`config.mk`:
```
export PLATFORM = sky130hd
export DESIGN_NAME = reg_file_flat
export DESIGN_NICKNAME = d
export VERILOG_FILES = /design/src/rtl/cpu_pkg.sv /design/src/rtl/reg_file_if.sv /design/src/rtl/reg_file_rdport.sv /design/src/rtl/reg_file.sv /design/src/flat_wrapper.sv
export SDC_FILE = /design/constraint.sdc
export NUM_CORES = 2
export LEC_CHECK = 0
export ABC_AREA = 1
export CORE_MARGIN = 1
export CORE_UTILIZATION = 50
export DETAILED_ROUTE_END_ITERATION = 8
export PLACE_DENSITY = 0.66
export RECOVER_POWER = 50
export SYNTH_ARGS = -nofsm -noshare
export SYNTH_HDL_FRONTEND = slang
export SYNTH_SLANG_ARGS = --single-unit
```
`constraint.sdc`:
```
create_clock -name clk -period 2.8 [get_ports clk]
set_input_delay 0.56 -clock clk [delete_from_list [all_inputs] [get_ports clk]]
set_output_delay 0.56 -clock clk [all_outputs]
set_load 0.02 [all_outputs]
```
`src/rtl/cpu_pkg.sv`:
```
`default_nettype none
// ============================================================================
// Module      : cpu_pkg
// Description : Shared datapath constants and types for the register file,
//               ALU and control blocks.
// Revision    : 1.0 - initial release
// ============================================================================
package cpu_pkg;

    localparam int DATA_W = 32;
    localparam int NREGS  = 32;
    localparam int ADDR_W = 5;

    typedef logic [DATA_W-1:0] word_t;
    typedef logic [ADDR_W-1:0] regidx_t;

    localparam regidx_t REG_ZERO = '0;

endpackage : cpu_pkg
`default_nettype wire

```
`src/rtl/reg_file_if.sv`:
```
`default_nettype none
// ============================================================================
// Module      : reg_file_if
// Description : Read/write bus between decode/writeback and the register file.
// Revision    : 1.0 - initial release
// ============================================================================
interface reg_file_if
    import cpu_pkg::*;
();

    regidx_t readreg1;
    regidx_t readreg2;
    regidx_t writereg;
    word_t   writedata;
    logic    regwrite;
    word_t   readdata1;
    word_t   readdata2;

    modport master (
        output readreg1,
        output readreg2,
        output writereg,
        output writedata,
        output regwrite,
        input  readdata1,
        input  readdata2
    );

    modport slave (
        input  readreg1,
        input  readreg2,
        input  writereg,
        input  writedata,
        input  regwrite,
        output readdata1,
        output readdata2
    );

endinterface : reg_file_if
`default_nettype wire

```
`src/rtl/reg_file_rdport.sv`:
```
`default_nettype none
// ============================================================================
// Module      : reg_file_rdport
// Description : One combinational read port: index mux, register-0 override
//               and, with REG_FILE_BYPASS_EN defined, write-to-read forwarding.
// Revision    : 1.0 - initial release
// ============================================================================
module reg_file_rdport
    import cpu_pkg::*;
(
    input  wire  word_t [NREGS-1:0] i_regs,
    input  wire  regidx_t           i_idx,
`ifdef REG_FILE_BYPASS_EN
    input  wire  logic              i_we,
    input  wire  regidx_t           i_widx,
    input  wire  word_t             i_wdata,
`endif
    output logic [DATA_W-1:0]       o_data
);

    word_t w_data;

    always_comb begin
        w_data = i_regs[i_idx];
`ifdef REG_FILE_BYPASS_EN
        if (i_we && (i_widx == i_idx)) begin
            w_data = i_wdata;
        end
`endif
        // Zero override comes last so register 0 can never be forwarded.
        if (i_idx == REG_ZERO) begin
            w_data = '0;
        end
    end

    assign o_data = w_data;

endmodule : reg_file_rdport
`default_nettype wire

```
`src/rtl/reg_file.sv`:
```
`default_nettype none
// ============================================================================
// Module      : reg_file
// Description : 32 x 32-bit register file, two combinational read ports and
//               one synchronous write port; register 0 reads as zero.
//               Optional macro REG_FILE_BYPASS_EN enables write forwarding.
// Revision    : 1.0 - initial release
// ============================================================================
module reg_file
    import cpu_pkg::*;
(
    input  wire        clk,
    input  wire        rst_n,
    reg_file_if.slave  bus
);

    word_t [NREGS-1:0] w_regs;
    logic  [NREGS-1:0] w_wr_en;

    // Entry 0 has no storage at all, so nothing on the write port can reach it.
    assign w_regs[0]  = '0;
    assign w_wr_en[0] = 1'b0;

    for (genvar gi = 1; gi < NREGS; gi++) begin : g_entry
        word_t r_q;

        assign w_wr_en[gi] = bus.regwrite && (bus.writereg == regidx_t'(gi));

        always_ff @(posedge clk or negedge rst_n) begin
            if (!rst_n) begin
                r_q <= '0;
            end else if (w_wr_en[gi]) begin
                r_q <= bus.writedata;
            end
        end

        assign w_regs[gi] = r_q;
    end

`ifdef REG_FILE_BYPASS_EN
    logic w_fwd_we;
    assign w_fwd_we = bus.regwrite && (bus.writereg != REG_ZERO);
`endif

    reg_file_rdport u_rdport1 (
        .i_regs  (w_regs),
        .i_idx   (bus.readreg1),
`ifdef REG_FILE_BYPASS_EN
        .i_we    (w_fwd_we),
        .i_widx  (bus.writereg),
        .i_wdata (bus.writedata),
`endif
        .o_data  (bus.readdata1)
    );

    reg_file_rdport u_rdport2 (
        .i_regs  (w_regs),
        .i_idx   (bus.readreg2),
`ifdef REG_FILE_BYPASS_EN
        .i_we    (w_fwd_we),
        .i_widx  (bus.writereg),
        .i_wdata (bus.writedata),
`endif
        .o_data  (bus.readdata2)
    );

endmodule : reg_file
`default_nettype wire
```
`src/flat_wrapper.sv`:
```
// flat-port wrapper written by rule: the top's interface ports become plain ports
module reg_file_flat import cpu_pkg::*;
  (clk, rst_n, bus_readreg1, bus_readreg2, bus_writereg, bus_writedata, bus_regwrite, bus_readdata1, bus_readdata2);
  reg_file_if bus_i ();
  input  wire clk;
  input  wire rst_n;
  input wire logic [$bits(bus_i.readreg1)-1:0] bus_readreg1;
  input wire logic [$bits(bus_i.readreg2)-1:0] bus_readreg2;
  input wire logic [$bits(bus_i.writereg)-1:0] bus_writereg;
  input wire logic [$bits(bus_i.writedata)-1:0] bus_writedata;
  input wire logic [$bits(bus_i.regwrite)-1:0] bus_regwrite;
  output wire logic [$bits(bus_i.readdata1)-1:0] bus_readdata1;
  output wire logic [$bits(bus_i.readdata2)-1:0] bus_readdata2;
  assign bus_i.readreg1 = bus_readreg1;
  assign bus_i.readreg2 = bus_readreg2;
  assign bus_i.writereg = bus_writereg;
  assign bus_i.writedata = bus_writedata;
  assign bus_i.regwrite = bus_regwrite;
  assign bus_readdata1 = bus_i.readdata1;
  assign bus_readdata2 = bus_i.readdata2;
  reg_file u_core (.clk(clk), .rst_n(rst_n), .bus(bus_i));
endmodule
```
==> results.sh <==
export IMPL_status="finished, violations left"
export IMPL_violations="capacitance limit, slew limit"
export IMPL_place_area_um2=62600
export IMPL_ys_warn_count=0
export IMPL_fillerInstances=10500
export IMPL_vias_per_cell=5.88
export IMPL_gr_total_overflow=0
export IMPL_fp_row_count=123
export IMPL_clock_fmax_mhz=358
export IMPL_ant_nets=0
export IMPL_finClkSkew_ns=0
export IMPL_grt_pass1_vias=54800
export IMPL_grt_max_degree=121
export IMPL_instances_no_fill=10000
export IMPL_cp_data_required_time_ns=2.24
export IMPL_leakage_nw=33.4
export IMPL_fin_tns_setup_ns=0
export IMPL_die_area_um2=116000
export IMPL_ir_drop_v=0.000582
export IMPL_fp_dieH_um=340
export IMPL_reg_top3="u_core.g_entry.r_q (992)"
export IMPL_cts_num_sinks=992
export IMPL_r2r_slack_ns=2.01
export IMPL_synth_avg_cell_area_um2=6.80
export IMPL_cts_htree_levels=3
export IMPL_path_clk_slew_ns=0.06
export IMPL_dr_first_iter_drc_count=8666
export IMPL_drv_slew=6
export IMPL_nNetsFinal=8497
export IMPL_drv_cap=1
export IMPL_rr_worst_depth=3
export IMPL_stdcell_area_um2=67200
export IMPL_hold_class="flip-flop to flip-flop"
export IMPL_period_minus_slack_ns=2.79
export IMPL_cts_buffers=111
export IMPL_wire_per_inst_um=22.7
export IMPL_critPathMaxFanout=18
export IMPL_reg2reg_to="u_core.g_entry[16].r_q[15]"
export IMPL_drt_pass1_iter_count=7
export IMPL_drc=0
export IMPL_ys_types=25
export IMPL_routed_wirelength_um=228000
export IMPL_antenna_found_initial=5
export IMPL_core_area_um2=113000
export IMPL_largest_reg_flops=992
export IMPL_start_util_pct=50.6
export IMPL_setup_viol_count_final=0
export IMPL_syn_area_um2=57200
export IMPL_hpwlAfterDp_um=141000
export IMPL_clock_latency_ns=0.75
export IMPL_gp_congestion=0.921
export IMPL_multiInputGateArea_um2=26500
export IMPL_rsz0062_at_grt="yes"
export IMPL_synth_fp_nets=8463
export IMPL_clockBufferDepth=3
export IMPL_r2r_start="u_core.g_entry[16].r_q[15]"
export IMPL_cts_tree="built"
export IMPL_final_layout_size_suffix_gt1_share_pct=10.5
export IMPL_vias=59100
export IMPL_port_buffers=113
export IMPL_synthCells=8413
export IMPL_syn2layout_area_growth_pct=17.6
export IMPL_ys_seq_elements=992
export IMPL_dp_cells=9801
export IMPL_top_register="u_core.g_entry.r_q"
export IMPL_setup_worst_path_start_class="primary input"
export IMPL_hold_viol=0
export IMPL_die_w_um=340
export IMPL_maxSlewHeadroom_pct=-21.1
export IMPL_io_pins=114
export IMPL_clockRootBuffer="clkbuf_16"
export IMPL_arrival_ns=2.23
export IMPL_grt_first_pass_wirelength_um=340000
export IMPL_post_route_period_util_pct=99.7
export IMPL_crit_end="bus_readdata1[20]"
export IMPL_tightest_slew_ns=1.82
export IMPL_yosysSeqAreaShare_pct=43.4
export IMPL_p_per_area_nw_per_um2=657
export IMPL_critPathLaunch="bus_readreg1[0]"
export IMPL_ff_latch_area_um2=24800
export IMPL_track_usage_pct=38.6
export IMPL_critPathKind="primary input to output port"
export IMPL_crit_path_end_kind="output port"
[cells by family (layout without fill, tap and decap cells)]
group           after synthesis  in the layout  share of synthesized area, %
other cells                   0              3                             0
flops                       992            992                          43.4
buf+inv                    1416           1542                          10.5
simple gates               4819           4819                          35.7
compound gates             1186           1186                          10.4
[layout make-up]
type | instances | area share [%]
antenna | 3 | 0.0112
clock buffer | 162 | 4.88
clock inverter | 43 | 0.742
inverter | 723 | 4.12
multi-input combinational | 6005 | 39.5
sequential | 992 | 36.9
tap | 1500 | 2.79
timing repair buffer | 614 | 11.1
[timing repair]
item                                   CTS  global route
endpoints found under the hold margin   46             0
hold buffers                             1             0
pin swaps                                0             6
cloned                                   6             8
setup buffers                            3            17
setup endpoints to repair               61            58
resized for setup                       99           144
[synthesized netlist by cell type, drive strengths merged]
cell	instances	area share [%]
a21oi	194	1.7
buf	385	3.7
clkbuf	308	2.0
clkinv	1	0.0066
dfrtp	992	43
inv	722	4.7
nand2	3102	21
nand3	1509	13
nor2	146	1.1
nor4	1	0.037
o21ai	992	8.7
or2	61	0.67
[worst max-delay path: stages]
cell	delay [ns]
buf_12	0.12
buf_16	0.20
bufbuf_16	0.34
nor2_1	0.05
a21oi_1	0.18
nand3_1	0.12
nand3_1	0.10
nand3_1	0.09
nand2_2	0.15
clkdlybuf4s15_2	0.28
[worst min-delay path by stage]
stage / cells past startpoint / slack [ns] / start / to
6_report: 2 / 0.48 / u_core.g_entry[14].r_q[25] / u_core.g_entry[14].r_q[25]
5_1_grt: 2 / 0.49 / u_core.g_entry[8].r_q[0] / u_core.g_entry[8].r_q[0]
4_1_cts: 2 / 0.49 / u_core.g_entry[17].r_q[27] / u_core.g_entry[17].r_q[27]
3_5_place_dp: 2 / 0.47 / u_core.g_entry[11].r_q[24] / u_core.g_entry[11].r_q[24]
3_3_place_gp: 2 / 0.47 / u_core.g_entry[10].r_q[24] / u_core.g_entry[10].r_q[24]
2_1_floorplan: 0 / 0.26 / rst_n / u_core.g_entry[10].r_q[0]
[power breakdown]
part | switching [mW] | leakage (nW) | total, mW | internal [mW]
registers | 1.87 | 12.9 | 18.9 | 17.0
logic | 6.16 | 18.7 | 10.0 | 3.84
clock network | 6.33 | 1.86 | 15.3 | 9.00
total | 14.4 | 33.4 | 44.2 | 29.8
[cell usage in the layout (no fill, tap or decap), types with 3 or more instances in the layout]
cell type        synthesis  routed
bufbuf_16                0       5
a21oi_1                194     194
nand2_2                 11      25
inv_2                   10       8
clkinv_2                 0      22
clkbuf_1               305      27
dlygate4sd3_1            0       3
buf_2                  271      10
diode_2                  0       3
nand3_4                  1       6
clkbuf_8                 0      27
clkbuf_4                 0       5
inv_6                    0       5
dfrtp_1                992     992
buf_8                    0      10
nand2_4                 16      25
inv_1                  712     708
o21ai_1                342     338
o21ai_0                650     654
nand3_1               1503    1503
clkinvlp_4               0       6
clkdlybuf4s15_1          0       7
nor2_1                 129     125
nor2_2                   4       5
clkdlybuf4s15_2          0       3
bufinv_16                0      10
nor2_4                  13      16
nand2_1               3075    3052
inv_12                   0       3
or2_2                   60      60
buf_6                   27      31
clkdlybuf4s50_1          0      36
clkbuf_2                 3      28
clkbuf_16                0     121
buf_16                   0      19
buf_12                   0     157
buf_4                   36     283
[layer usage]
layer | routed length [um] | track usage, %
met1 | 88600 | 52.3
met2 | 99400 | 59.1
met3 | 27500 | 7.85
met4 | 12100 | 18.8
met5 | 31 | 0
[stage by stage]
stage,power [mW],hold WS (ns),util (%),worst slack [ns]
5_1_grt,46.5,0.495,59.5,-0.0461
3_5_place_dp,28.7,0.472,55.5,-0.271
2_1_floorplan,25.1,0.264,-,0.551
6_report,44.2,0.485,59.5,0.00910
3_3_place_gp,28.4,0.466,55.5,-0.299
4_1_cts,44.0,0.487,59.1,-0.181
No activity file was read; power rests on OpenSTA's default activity.
